==> src/rtl/ex_stage_if.sv <==
// Operand-fetch -> execute -> memory-access bundle for the SimpleRisc execute stage.
// master drives operands (operand fetch side); slave is the execute stage itself.
interface ex_stage_if;
   logic        in_valid;
   logic [4:0]  opcode;
   logic [31:0] op_a;
   logic [31:0] op_b;
   logic [31:0] op2_in;
   logic [3:0]  rd_in;
   logic        isWb_in;
   logic        ex_busy;
   logic        ma_valid;
   logic [31:0] Alu_Result1;
   logic [31:0] op2;
   logic        IsLd;
   logic        IsSt;
   logic        IsWb;
   logic [3:0]  rd;
   logic        flag_E;
   logic        flag_GT;

   modport master (
      output in_valid, opcode, op_a, op_b, op2_in, rd_in, isWb_in,
      input  ex_busy, ma_valid, Alu_Result1, op2, IsLd, IsSt, IsWb, rd, flag_E, flag_GT
   );

   modport slave (
      input  in_valid, opcode, op_a, op_b, op2_in, rd_in, isWb_in,
      output ex_busy, ma_valid, Alu_Result1, op2, IsLd, IsSt, IsWb, rd, flag_E, flag_GT
   );
endinterface

==> src/rtl/ex_stage.sv <==
// SimpleRisc execute stage: single-cycle ALU, cmp flags, and a 32-step
// restoring signed divider for div/mod that stalls operand fetch while running.
module ex_stage (
   input  logic        clk,
   input  logic        rst,
   ex_stage_if.slave   bus
);

   typedef enum logic [4:0] {
      OP_ADD = 5'b00000, OP_SUB = 5'b00001, OP_MUL = 5'b00010, OP_DIV = 5'b00011,
      OP_MOD = 5'b00100, OP_CMP = 5'b00101, OP_AND = 5'b00110, OP_OR  = 5'b00111,
      OP_NOT = 5'b01000, OP_MOV = 5'b01001, OP_LSL = 5'b01010, OP_LSR = 5'b01011,
      OP_ASR = 5'b01100, OP_NOP = 5'b01101, OP_LD  = 5'b01110, OP_ST  = 5'b01111
   } opcode_e;

   typedef enum logic {S_IDLE, S_DIV} state_e;

   state_e      state_q, state_d;
   logic [4:0]  cnt_q, cnt_d;
   logic [31:0] quo_q, quo_d;
   logic [31:0] rem_q, rem_d;
   logic [31:0] dvs_q, dvs_d;
   logic        negq_q, negq_d;
   logic        negr_q, negr_d;
   logic        mod_q, mod_d;
   logic [3:0]  drd_q, drd_d;
   logic        dwb_q, dwb_d;

   logic        vld_q, vld_d;
   logic [31:0] res_q, res_d;
   logic [31:0] op2_q, op2_d;
   logic        ld_q, ld_d;
   logic        st_q, st_d;
   logic        wb_q, wb_d;
   logic [3:0]  rd_q, rd_d;
   logic        fe_q, fe_d;
   logic        fgt_q, fgt_d;

   opcode_e     op;
   logic        accept;
   logic [31:0] abs_a, abs_b;
   logic [32:0] rem_sh, diff;
   logic        qbit;
   logic [31:0] rem_nx, quo_nx;
   logic [31:0] q_fix, r_fix;
   logic [31:0] alu_res;
   logic [4:0]  shamt;

   assign op     = opcode_e'(bus.opcode);
   assign accept = bus.in_valid & (state_q == S_IDLE);
   assign shamt  = bus.op_b[4:0];
   assign abs_a  = bus.op_a[31] ? -bus.op_a : bus.op_a;
   assign abs_b  = bus.op_b[31] ? -bus.op_b : bus.op_b;

   // One restoring step: shift the next dividend bit into the partial remainder.
   // Magnitudes fit in 32 bits (even 0x80000000), so the 33rd bit is the borrow.
   assign rem_sh = {rem_q, quo_q[31]};
   assign diff   = rem_sh - {1'b0, dvs_q};
   assign qbit   = ~diff[32];
   assign rem_nx = qbit ? diff[31:0] : rem_sh[31:0];
   assign quo_nx = {quo_q[30:0], qbit};
   assign q_fix  = negq_q ? -quo_nx : quo_nx;
   assign r_fix  = negr_q ? -rem_nx : rem_nx;

   always_comb begin
      alu_res = '0;
      case (op)
         OP_ADD, OP_LD, OP_ST: alu_res = bus.op_a + bus.op_b;
         OP_SUB:               alu_res = bus.op_a - bus.op_b;
         OP_MUL:               alu_res = bus.op_a * bus.op_b;
         OP_AND:               alu_res = bus.op_a & bus.op_b;
         OP_OR:                alu_res = bus.op_a | bus.op_b;
         OP_NOT:               alu_res = ~bus.op_b;
         OP_MOV:               alu_res = bus.op_b;
         OP_LSL:               alu_res = bus.op_a << shamt;
         OP_LSR:               alu_res = bus.op_a >> shamt;
         OP_ASR:               alu_res = $unsigned($signed(bus.op_a) >>> shamt);
         OP_MOD:               alu_res = bus.op_a;  // only used for divisor 0
         default:              alu_res = '0;        // cmp, div by 0, nop
      endcase
   end

   always_comb begin
      state_d = state_q;
      cnt_d   = cnt_q;
      quo_d   = quo_q;
      rem_d   = rem_q;
      dvs_d   = dvs_q;
      negq_d  = negq_q;
      negr_d  = negr_q;
      mod_d   = mod_q;
      drd_d   = drd_q;
      dwb_d   = dwb_q;
      vld_d   = 1'b0;
      ld_d    = 1'b0;
      st_d    = 1'b0;
      wb_d    = 1'b0;
      res_d   = res_q;
      op2_d   = op2_q;
      rd_d    = rd_q;
      fe_d    = fe_q;
      fgt_d   = fgt_q;

      case (state_q)
         S_DIV: begin
            quo_d = quo_nx;
            rem_d = rem_nx;
            cnt_d = cnt_q - 5'd1;
            if (cnt_q == 5'd0) begin
               state_d = S_IDLE;
               cnt_d   = 5'd0;
               vld_d   = 1'b1;
               res_d   = mod_q ? r_fix : q_fix;
               wb_d    = dwb_q;
               rd_d    = drd_q;
            end
         end
         default: begin
            if (accept) begin
               case (op)
                  OP_ADD, OP_SUB, OP_MUL, OP_AND, OP_OR, OP_NOT, OP_MOV,
                  OP_LSL, OP_LSR, OP_ASR, OP_LD, OP_ST, OP_CMP: begin
                     vld_d = 1'b1;
                     res_d = alu_res;
                     op2_d = bus.op2_in;
                     rd_d  = bus.rd_in;
                     ld_d  = (op == OP_LD);
                     st_d  = (op == OP_ST);
                     wb_d  = (op == OP_CMP) ? 1'b0 : bus.isWb_in;
                     if (op == OP_CMP) begin
                        fe_d  = (bus.op_a == bus.op_b);
                        fgt_d = ($signed(bus.op_a) > $signed(bus.op_b));
                     end
                  end
                  OP_DIV, OP_MOD: begin
                     if (bus.op_b == 32'd0) begin
                        vld_d = 1'b1;
                        res_d = alu_res;
                        op2_d = bus.op2_in;
                        rd_d  = bus.rd_in;
                        wb_d  = bus.isWb_in;
                     end else begin
                        state_d = S_DIV;
                        cnt_d   = 5'd31;
                        quo_d   = abs_a;
                        rem_d   = '0;
                        dvs_d   = abs_b;
                        negq_d  = bus.op_a[31] ^ bus.op_b[31];
                        negr_d  = bus.op_a[31];
                        mod_d   = (op == OP_MOD);
                        drd_d   = bus.rd_in;
                        dwb_d   = bus.isWb_in;
                     end
                  end
                  default: ;  // nop and unused opcodes leave a bubble
               endcase
            end
         end
      endcase
   end

   always_ff @(posedge clk) begin
      if (rst) begin
         state_q <= S_IDLE;
         cnt_q   <= '0;
         quo_q   <= '0;
         rem_q   <= '0;
         dvs_q   <= '0;
         negq_q  <= 1'b0;
         negr_q  <= 1'b0;
         mod_q   <= 1'b0;
         drd_q   <= '0;
         dwb_q   <= 1'b0;
         vld_q   <= 1'b0;
         res_q   <= '0;
         op2_q   <= '0;
         ld_q    <= 1'b0;
         st_q    <= 1'b0;
         wb_q    <= 1'b0;
         rd_q    <= '0;
         fe_q    <= 1'b0;
         fgt_q   <= 1'b0;
      end else begin
         state_q <= state_d;
         cnt_q   <= cnt_d;
         quo_q   <= quo_d;
         rem_q   <= rem_d;
         dvs_q   <= dvs_d;
         negq_q  <= negq_d;
         negr_q  <= negr_d;
         mod_q   <= mod_d;
         drd_q   <= drd_d;
         dwb_q   <= dwb_d;
         vld_q   <= vld_d;
         res_q   <= res_d;
         op2_q   <= op2_d;
         ld_q    <= ld_d;
         st_q    <= st_d;
         wb_q    <= wb_d;
         rd_q    <= rd_d;
         fe_q    <= fe_d;
         fgt_q   <= fgt_d;
      end
   end

   assign bus.ex_busy     = (state_q == S_DIV);
   assign bus.ma_valid    = vld_q;
   assign bus.Alu_Result1 = res_q;
   assign bus.op2         = op2_q;
   assign bus.IsLd        = ld_q;
   assign bus.IsSt        = st_q;
   assign bus.IsWb        = wb_q;
   assign bus.rd          = rd_q;
   assign bus.flag_E      = fe_q;
   assign bus.flag_GT     = fgt_q;

endmodule

==> src/flat_wrapper.sv <==
// flat-port wrapper written by rule: the top's interface ports become plain ports
module ex_stage_flat 
  (clk, rst, bus_in_valid, bus_opcode, bus_op_a, bus_op_b, bus_op2_in, bus_rd_in, bus_isWb_in, bus_ex_busy, bus_ma_valid, bus_Alu_Result1, bus_op2, bus_IsLd, bus_IsSt, bus_IsWb, bus_rd, bus_flag_E, bus_flag_GT);
  ex_stage_if bus_i ();
  input  logic clk;
  input  logic rst;
  input wire logic [$bits(bus_i.in_valid)-1:0] bus_in_valid;
  input wire logic [$bits(bus_i.opcode)-1:0] bus_opcode;
  input wire logic [$bits(bus_i.op_a)-1:0] bus_op_a;
  input wire logic [$bits(bus_i.op_b)-1:0] bus_op_b;
  input wire logic [$bits(bus_i.op2_in)-1:0] bus_op2_in;
  input wire logic [$bits(bus_i.rd_in)-1:0] bus_rd_in;
  input wire logic [$bits(bus_i.isWb_in)-1:0] bus_isWb_in;
  output wire logic [$bits(bus_i.ex_busy)-1:0] bus_ex_busy;
  output wire logic [$bits(bus_i.ma_valid)-1:0] bus_ma_valid;
  output wire logic [$bits(bus_i.Alu_Result1)-1:0] bus_Alu_Result1;
  output wire logic [$bits(bus_i.op2)-1:0] bus_op2;
  output wire logic [$bits(bus_i.IsLd)-1:0] bus_IsLd;
  output wire logic [$bits(bus_i.IsSt)-1:0] bus_IsSt;
  output wire logic [$bits(bus_i.IsWb)-1:0] bus_IsWb;
  output wire logic [$bits(bus_i.rd)-1:0] bus_rd;
  output wire logic [$bits(bus_i.flag_E)-1:0] bus_flag_E;
  output wire logic [$bits(bus_i.flag_GT)-1:0] bus_flag_GT;
  assign bus_i.in_valid = bus_in_valid;
  assign bus_i.opcode = bus_opcode;
  assign bus_i.op_a = bus_op_a;
  assign bus_i.op_b = bus_op_b;
  assign bus_i.op2_in = bus_op2_in;
  assign bus_i.rd_in = bus_rd_in;
  assign bus_i.isWb_in = bus_isWb_in;
  assign bus_ex_busy = bus_i.ex_busy;
  assign bus_ma_valid = bus_i.ma_valid;
  assign bus_Alu_Result1 = bus_i.Alu_Result1;
  assign bus_op2 = bus_i.op2;
  assign bus_IsLd = bus_i.IsLd;
  assign bus_IsSt = bus_i.IsSt;
  assign bus_IsWb = bus_i.IsWb;
  assign bus_rd = bus_i.rd;
  assign bus_flag_E = bus_i.flag_E;
  assign bus_flag_GT = bus_i.flag_GT;
  ex_stage u_core (.clk(clk), .rst(rst), .bus(bus_i));
endmodule
==> config.mk <==
export PLATFORM = sky130hd
export DESIGN_NAME = ex_stage_flat
export DESIGN_NICKNAME = d
export VERILOG_FILES = /design/src/rtl/ex_stage_if.sv /design/src/rtl/ex_stage.sv /design/src/flat_wrapper.sv
export SDC_FILE = /design/constraint.sdc
export NUM_CORES = 2
export LEC_CHECK = 0
export CAP_MARGIN = 20
export CORE_MARGIN = 2
export CORE_UTILIZATION = 60
export CTS_BUF_LIST = sky130_fd_sc_hd__clkbuf_4
export DETAILED_ROUTE_END_ITERATION = 16
export GPL_ROUTABILITY_DRIVEN = 0
export GPL_TIMING_DRIVEN = 0
export PLACE_DENSITY = 0.86
export SYNTH_ARGS = -nofsm -noshare
export SYNTH_HDL_FRONTEND = slang
export SYNTH_SLANG_ARGS = --single-unit
==> constraint.sdc <==
create_clock -name clk -period 11.4 [get_ports clk]
set_input_delay 2.28 -clock clk [delete_from_list [all_inputs] [get_ports clk]]
set_output_delay 2.28 -clock clk [all_outputs]
set_load 0.1 [all_outputs]
==> results.env, run 1 <==
OUTCOME='aborted with a tool error'
FAILING_STEP='5_1_grt'
FIRSTERROR='[ERROR GRT-0232] Routing congestion too high. Check the congestion heatmap in the GUI.'
GLOBALROUTETOTALUTIL_PCT=58.3
SYNTH_FP_NETS=5519
SYNTH-SEQ-AREA-SHARE_PCT=9.99
DIE_HEIGHT_UM=252
IO_PINS=184
HPWL_MM=132
WORST_END_PIN_TYPE='register input'
POSTSYNTHREGISTERBITS=184
NETLIST.AREA_LEADER.SHARE_PCT=22.3
CLOCK_H_TREE_LEVELS=4
SYNTHESIS.INSTANCES=4742
WORSTENDPOINTGRTREPAIR='u_core.bus.Alu_Result1[29]$_SDFFE_PP0P_/D'
POSTSYNTH.ASYNCRESETSHARE_PCT=0
GRT_OVERFLOW_TOTAL=3
COUNT_OF_FLIP_FLOPS_WITH_A_BUILT_IN_ENABLE_AFTER_SYNTHESIS=0
DIE_WIDTH_UM=252
POSTCTSSETUPBUFFERS=0
ROWS=90
BUFFER_PORTS.INSERTED=182
CTS_ROOT_BUFFER='clkbuf_4'
MAX-CLOCK-PATH-BUFFERS=2
NUMBER_OF_BUFFERS_ADDED_BY_THE_CLOCK_TREE_SYNTHESIS_STEP=17
SYNTHESIS.AREA_PER_INSTANCE_UM2=7.78
CTS_HOLD_REPAIR.BUFFERS=0
NETLIST_AREA_BEFORE_PLACEMENT_UM2=36900
TRITONCTS_NUM_SINKS=184
INITIAL_CORE_UTILIZATION_PCT=60.9
YOSYSWARNINGCOUNT=0
GRT_MAX_DEGREE=29
DOMINANTREGCELLSYNTH='dfxtp_1'
LIBRARY_CELL_WITH_THE_LARGEST_SUMMED_AREA_AFTER_SYNTHESIS='fa_1'
SYNTH_TOP_CELLS_BY_AREA='fa_1, dfxtp_1, ha_1, nor2_1, inv_1'
SYNTH.LIB_CELLS_USED.DISTINCT=102
==> cells in the mapped netlist (16+ instances only) <==
library cell and number:
nor2_1 760, inv_1 512, nand2_1 425, fa_1 411
ha_1 257, clkbuf_1 251, a21oi_1 236, o21ai_0 193
dfxtp_1 184, xnor2_1 155, a211oi_1 101, mux2i_1 93
nor3_1 83, mux4_2 57, xor2_1 56, buf_1 54
or3_1 50, a21o_1 47, a221oi_1 45, nand3_1 44
o31ai_1 44, a31oi_1 37, o22ai_1 37, and3_1 35
a22oi_1 34, nand2b_1 34, o221ai_1 33, o211ai_1 31
buf_2 27, nor4_1 25, and2_1 23, o21bai_1 22
nand4_1 19, a311oi_1 17, clkinv_1 17, nor2b_1 17
or4_1 17, o41ai_1 16
==> what timing repair did <==
action                     CTS
gates cloned                 1
resized for setup           34
setup endpoints to repair   22
==> logic make-up after synthesis <==
logic type                 Yosys count  share of synthesized area (%)
xor gates and xnor gates           211                           5.01
DFF                                184                           9.99
muxes                              166                           6.49
and+or+nand+nor                   1587                           18.9
buffers and inverters              867                           8.97
adders and majority gates          668                           31.0
AOI/OAI and AO/OA                 1059                           19.6
==> through the flow <==
stage               cells  setup slack, ns  instance area (um2)  util [%]
floorplan            4742            0.823                36900         -
global placement     5706            -2.50                39700      65.5
detailed placement   5710            -2.65                39700      65.5
CTS                  5735           0.0204                40000      66.0
==> layer usage <==
metal  global-route usage (%)  overflow
met3                     45.5         0
met2                     72.1         2
met4                     53.5         1
met5                     26.6         0
met1                     59.6         0
==> inputs of run 2 (changes only) <==
--- a/config.mk
+++ b/config.mk
@@ -7,12 +7,11 @@
 export LEC_CHECK = 0
 export CAP_MARGIN = 20
 export CORE_MARGIN = 2
-export CORE_UTILIZATION = 60
-export CTS_BUF_LIST = sky130_fd_sc_hd__clkbuf_4
+export CORE_UTILIZATION = 40
 export DETAILED_ROUTE_END_ITERATION = 16
 export GPL_ROUTABILITY_DRIVEN = 0
 export GPL_TIMING_DRIVEN = 0
-export PLACE_DENSITY = 0.86
+export PLACE_DENSITY_LB_ADDON = 0.15
 export SYNTH_ARGS = -nofsm -noshare
 export SYNTH_HDL_FRONTEND = slang
 export SYNTH_SLANG_ARGS = --single-unit
==> results.env, run 2 <==
IO_PINS=184  # unchanged
VIA_COUNT=40103
SYNTHESIS.INSTANCES=4742  # unchanged
POSTSYNTH.ASYNCRESETSHARE_PCT=0  # unchanged
POSTSYNTHREGISTERBITS=184  # unchanged
WORSTHOLDPATHTYPE='reg2reg'
SYNTH_FP_NETS=5519  # unchanged
FINALNETCOUNT=5738
TRITONCTS_NUM_SINKS=184  # unchanged
LIBRARY_CELL_WITH_THE_LARGEST_SUMMED_AREA_AFTER_SYNTHESIS='fa_1'
WORSTREG2REGSTART='u_core.quo_q[31]'
RR_WORST_DEPTH=25
N_FILL_CELL=9398
MAX_CLOCK_FREQ_MHz=86.8
DETAILEDROUTE.FIRSTITERATIONVIOLATIONS=6014
NETLIST_AREA_BEFORE_PLACEMENT_UM2=36900  # unchanged
CRIT_SLOWEST_CELL='xor2_1'
DIE_WIDTH_UM=308  # +22%
SYNTH.CELLS.MOST_FREQUENT='nor2_1, inv_1, nand2_1'
WORST-PATH-STAGES=28
HPWL_MM=153  # +16%
CLOCK_H_TREE_LEVELS=4  # unchanged
WORSTSKEWPAIRLATENCY_NS=0.46
SYNTH_TOP_CELLS_BY_AREA='fa_1, dfxtp_1, ha_1, nor2_1, inv_1'
AREA.SEQUENTIAL_UM2=3680
FINAL_CRITICAL_PATH_SETUP_SLACK_NS=-0.117
DIE_AREA_UM2=94600
GRT_PASS1_VIAS=37428
LAYOUT-AREA-OVERHEAD-VS-SYNTH_PCT=12.3
DOMINANTREGCELLSYNTH='dfxtp_1'
FINISH.UTILIZATION_PCT=45.3
CLK_TRANSITION_REPORTED_PATHS_NS=0.07
GRT_MAX_DEGREE=29
PLACEABLECOREAREA_UM2=91500
GRT_OVERFLOW_TOTAL=0
SYNTH-SEQ-AREA-SHARE_PCT=9.99  # unchanged
WORSTPATHBUFFERINVERTERCOUNT=7
CRITICAL_PATH_SOURCE='bus_op_a[5]'
FAILED_CHECKS='negative setup slack'
TIMING.CRITICAL_PATH.MODE_CELL='fa_1'
DRIVE_GT1_SHARE_PCT=6.37
MOSTFREQUENTLAYOUTCELL='nor2_1'
SETUP.REG_TO_REG.WORST_SLACK_NS=4.47
SETUP_SKEW_AFTER_LAYOUT_NS=0.00890
SYNTHMOSTINSTANTIATEDCELL='nor2_1'
GLOBALROUTETOTALUTIL_PCT=40.0
CRIT_PATH_MAX_FANOUT=10
HOLD_VIOL_FINAL=0
ANTENNA_LEFT=0
COUNT_OF_FLIP_FLOPS_WITH_A_BUILT_IN_ENABLE_AFTER_SYNTHESIS=0  # unchanged
CTS_HOLD_REPAIR.BUFFERS=0  # unchanged
FIN_CELLS=6173
TRITONCTS='done'
YOSYSWARNINGCOUNT=0  # unchanged
MAXCAPVIOLCOUNT=0
DETAIL_ROUTE.VIAS_PER_CELL=6.50
WORST_PATH_DOMINANT_CELL_FAMILY='adder cells'
DRT_WL_TOTAL_MM=193
SETUP_REPAIR_AFTER_GLOBAL_ROUTING_MISSED_ITS_MARGIN='false'
SYNTH.LIB_CELLS_USED.DISTINCT=102  # unchanged
MULTIINPUTGATEAREA_UM2=30000
STAGE_DELAY_OF_THE_SLOWEST_CELL_ON_THE_CRITICAL_PATH_NS=0.70
TIMING.SETUP.CRITICAL_PATH_CLASS='in2reg'
WIRE_LENGTH_OF_THE_FIRST_GLOBAL_ROUTING_PASS_MM=271
CP-ENDPOINT='u_core.bus.Alu_Result1[23]'
DETAIL_ROUTE.DRC_VIOLATIONS=0
GRT_ANTENNA_BEFORE_REPAIR=12
INITIAL_CORE_UTILIZATION_PCT=40.3  # -21 points
NUMBER_OF_BUFFERS_ADDED_BY_THE_CLOCK_TREE_SYNTHESIS_STEP=17  # unchanged
FINAL_CELL_MIX='nor2_1, inv_1, nand2_1, fa_1, ha_1'
MAX-SLEW-MARGIN-REL_PCT=10.3
ROWS=111  # +23%
FINALSETUPVIOLCOUNT=2
CTS_ROOT_BUFFER='clkbuf_16'
TIMING_MAX_TRANSITION_VIOLATIONS_FINAL=0
NETLIST.AREA_LEADER.SHARE_PCT=22.3  # unchanged
BUFFER_PORTS.INSERTED=182  # unchanged
WORSTREG2REGEND='u_core.bus.Alu_Result1[26]'
DRT_PASS_1_ITERS=9
ROUTEDWLPERCELL_UM=31.2
OUTCOME='finished, violations left'
LAYOUT_WORST_PATH_CYCLE_SHARE_PCT=101
WORST_SETUP_PATH_START_KIND='input port'
SYNTHESIS.AREA_PER_INSTANCE_UM2=7.78  # unchanged
WORSTPATHREQUIRED_NS=11.72
WORSTSETUPENDPOINTTYPE='flop'
WORST-ENDPOINT-ARRIVAL_NS=11.83
DIE_HEIGHT_UM=308  # +22%
PERIOD_MINUS_SLACK_NS=11.52
PLACED_CELLS=6121  # +7.2%
SLEW_AT_THE_PIN_CLOSEST_TO_ITS_MAX_SLEW_LIMIT_NS=1.35
MAX-CLOCK-PATH-BUFFERS=2  # unchanged
[run 2: cell counts after synthesis]
No cell type changed its count.
[run 2: worst min-delay path by stage]
stage,startpoint,to,slack [ns],depth (start not counted)
6_report,u_core.drd_q[1],u_core.drd_q[1],0.45,2
5_1_grt,u_core.drd_q[0],u_core.drd_q[0],0.48,2
4_1_cts,u_core.drd_q[1],u_core.drd_q[1],0.46,2
3_5_place_dp,u_core.drd_q[1],u_core.drd_q[1],0.45,2
3_3_place_gp,u_core.drd_q[3],u_core.drd_q[3],0.44,2
2_1_floorplan,u_core.dwb_q,u_core.dwb_q,0.44,2
[run 2: cell families (layout without fill, tap and decap cells)]
kind of cell             Yosys count  in the layout  share of synthesized area (%)
AO/OA/AOI/OAI                   1059           1059                           19.6
AND/OR/NAND/NOR                 1587           1587                           18.9
adder cells (fa/ha/maj)          668            668                           31.0
XOR/XNOR                         211            211                           5.01
other                              0             14                              0
flip-flops                       184            184                           9.99
buffers and inverters            867           1098                           8.97
multiplexers                     166            166                           6.49
[run 2: through the flow]
| stage | hold slack (ns) | instance area, um2 | setup TNS, ns | setup slack (ns) |
|---|---|---|---|---|
| CTS | 0.457 | 41100 | 0 | 0.00183 |
| finish | 0.454 | 41400 | -0.201 | -0.117 |
| floorplan | 0.436 | 36900 | 0 | 0.823 |
| global route | 0.478 | 41400 | 0 | 0.00386 |
| global placement | 0.442 | 40200 | -52.98 | -3.23 |
| detailed placement | 0.448 | 40300 | -50.62 | -2.95 |
[run 2: area by class of cell]
cell class	count	area share (%)
Inverter	532	4.90
Antenna cell	14	0.0846
Timing Repair Buffer	214	5.25
Clock buffer	20	1.10
Clock inverter	11	0.329
Sequential cell	184	8.89
Tap cell	1186	3.58
Multi-Input combinational cell	3691	72.4
Buffer	320	3.40
Timing Repair inverter	1	0.0121
[run 2: metal layers]
metal | global-route usage, % | wire, um
met5 | 0.465 | 218
met4 | 33.0 | 20700
met3 | 17.8 | 27500
met2 | 57.1 | 77600
met1 | 46.0 | 66600
[run 2: tightest hold or removal path: stages (launching register included)]
cell and delay, ns:
dfxtp_1 0.31, nand2_1 0.05, a21oi_1 0.05
[run 2: what timing repair did]
item / in CTS / in global routing
resized for setup: 82 / 76
buffers inserted: 2 / 4
setup endpoints to repair: 23 / 17
gates cloned: 1 / 0
pin swaps: 0 / 0
Power of run 2 is not shown: default switching activity piles up to over one toggle a cycle in this logic, so the estimate is an artifact.
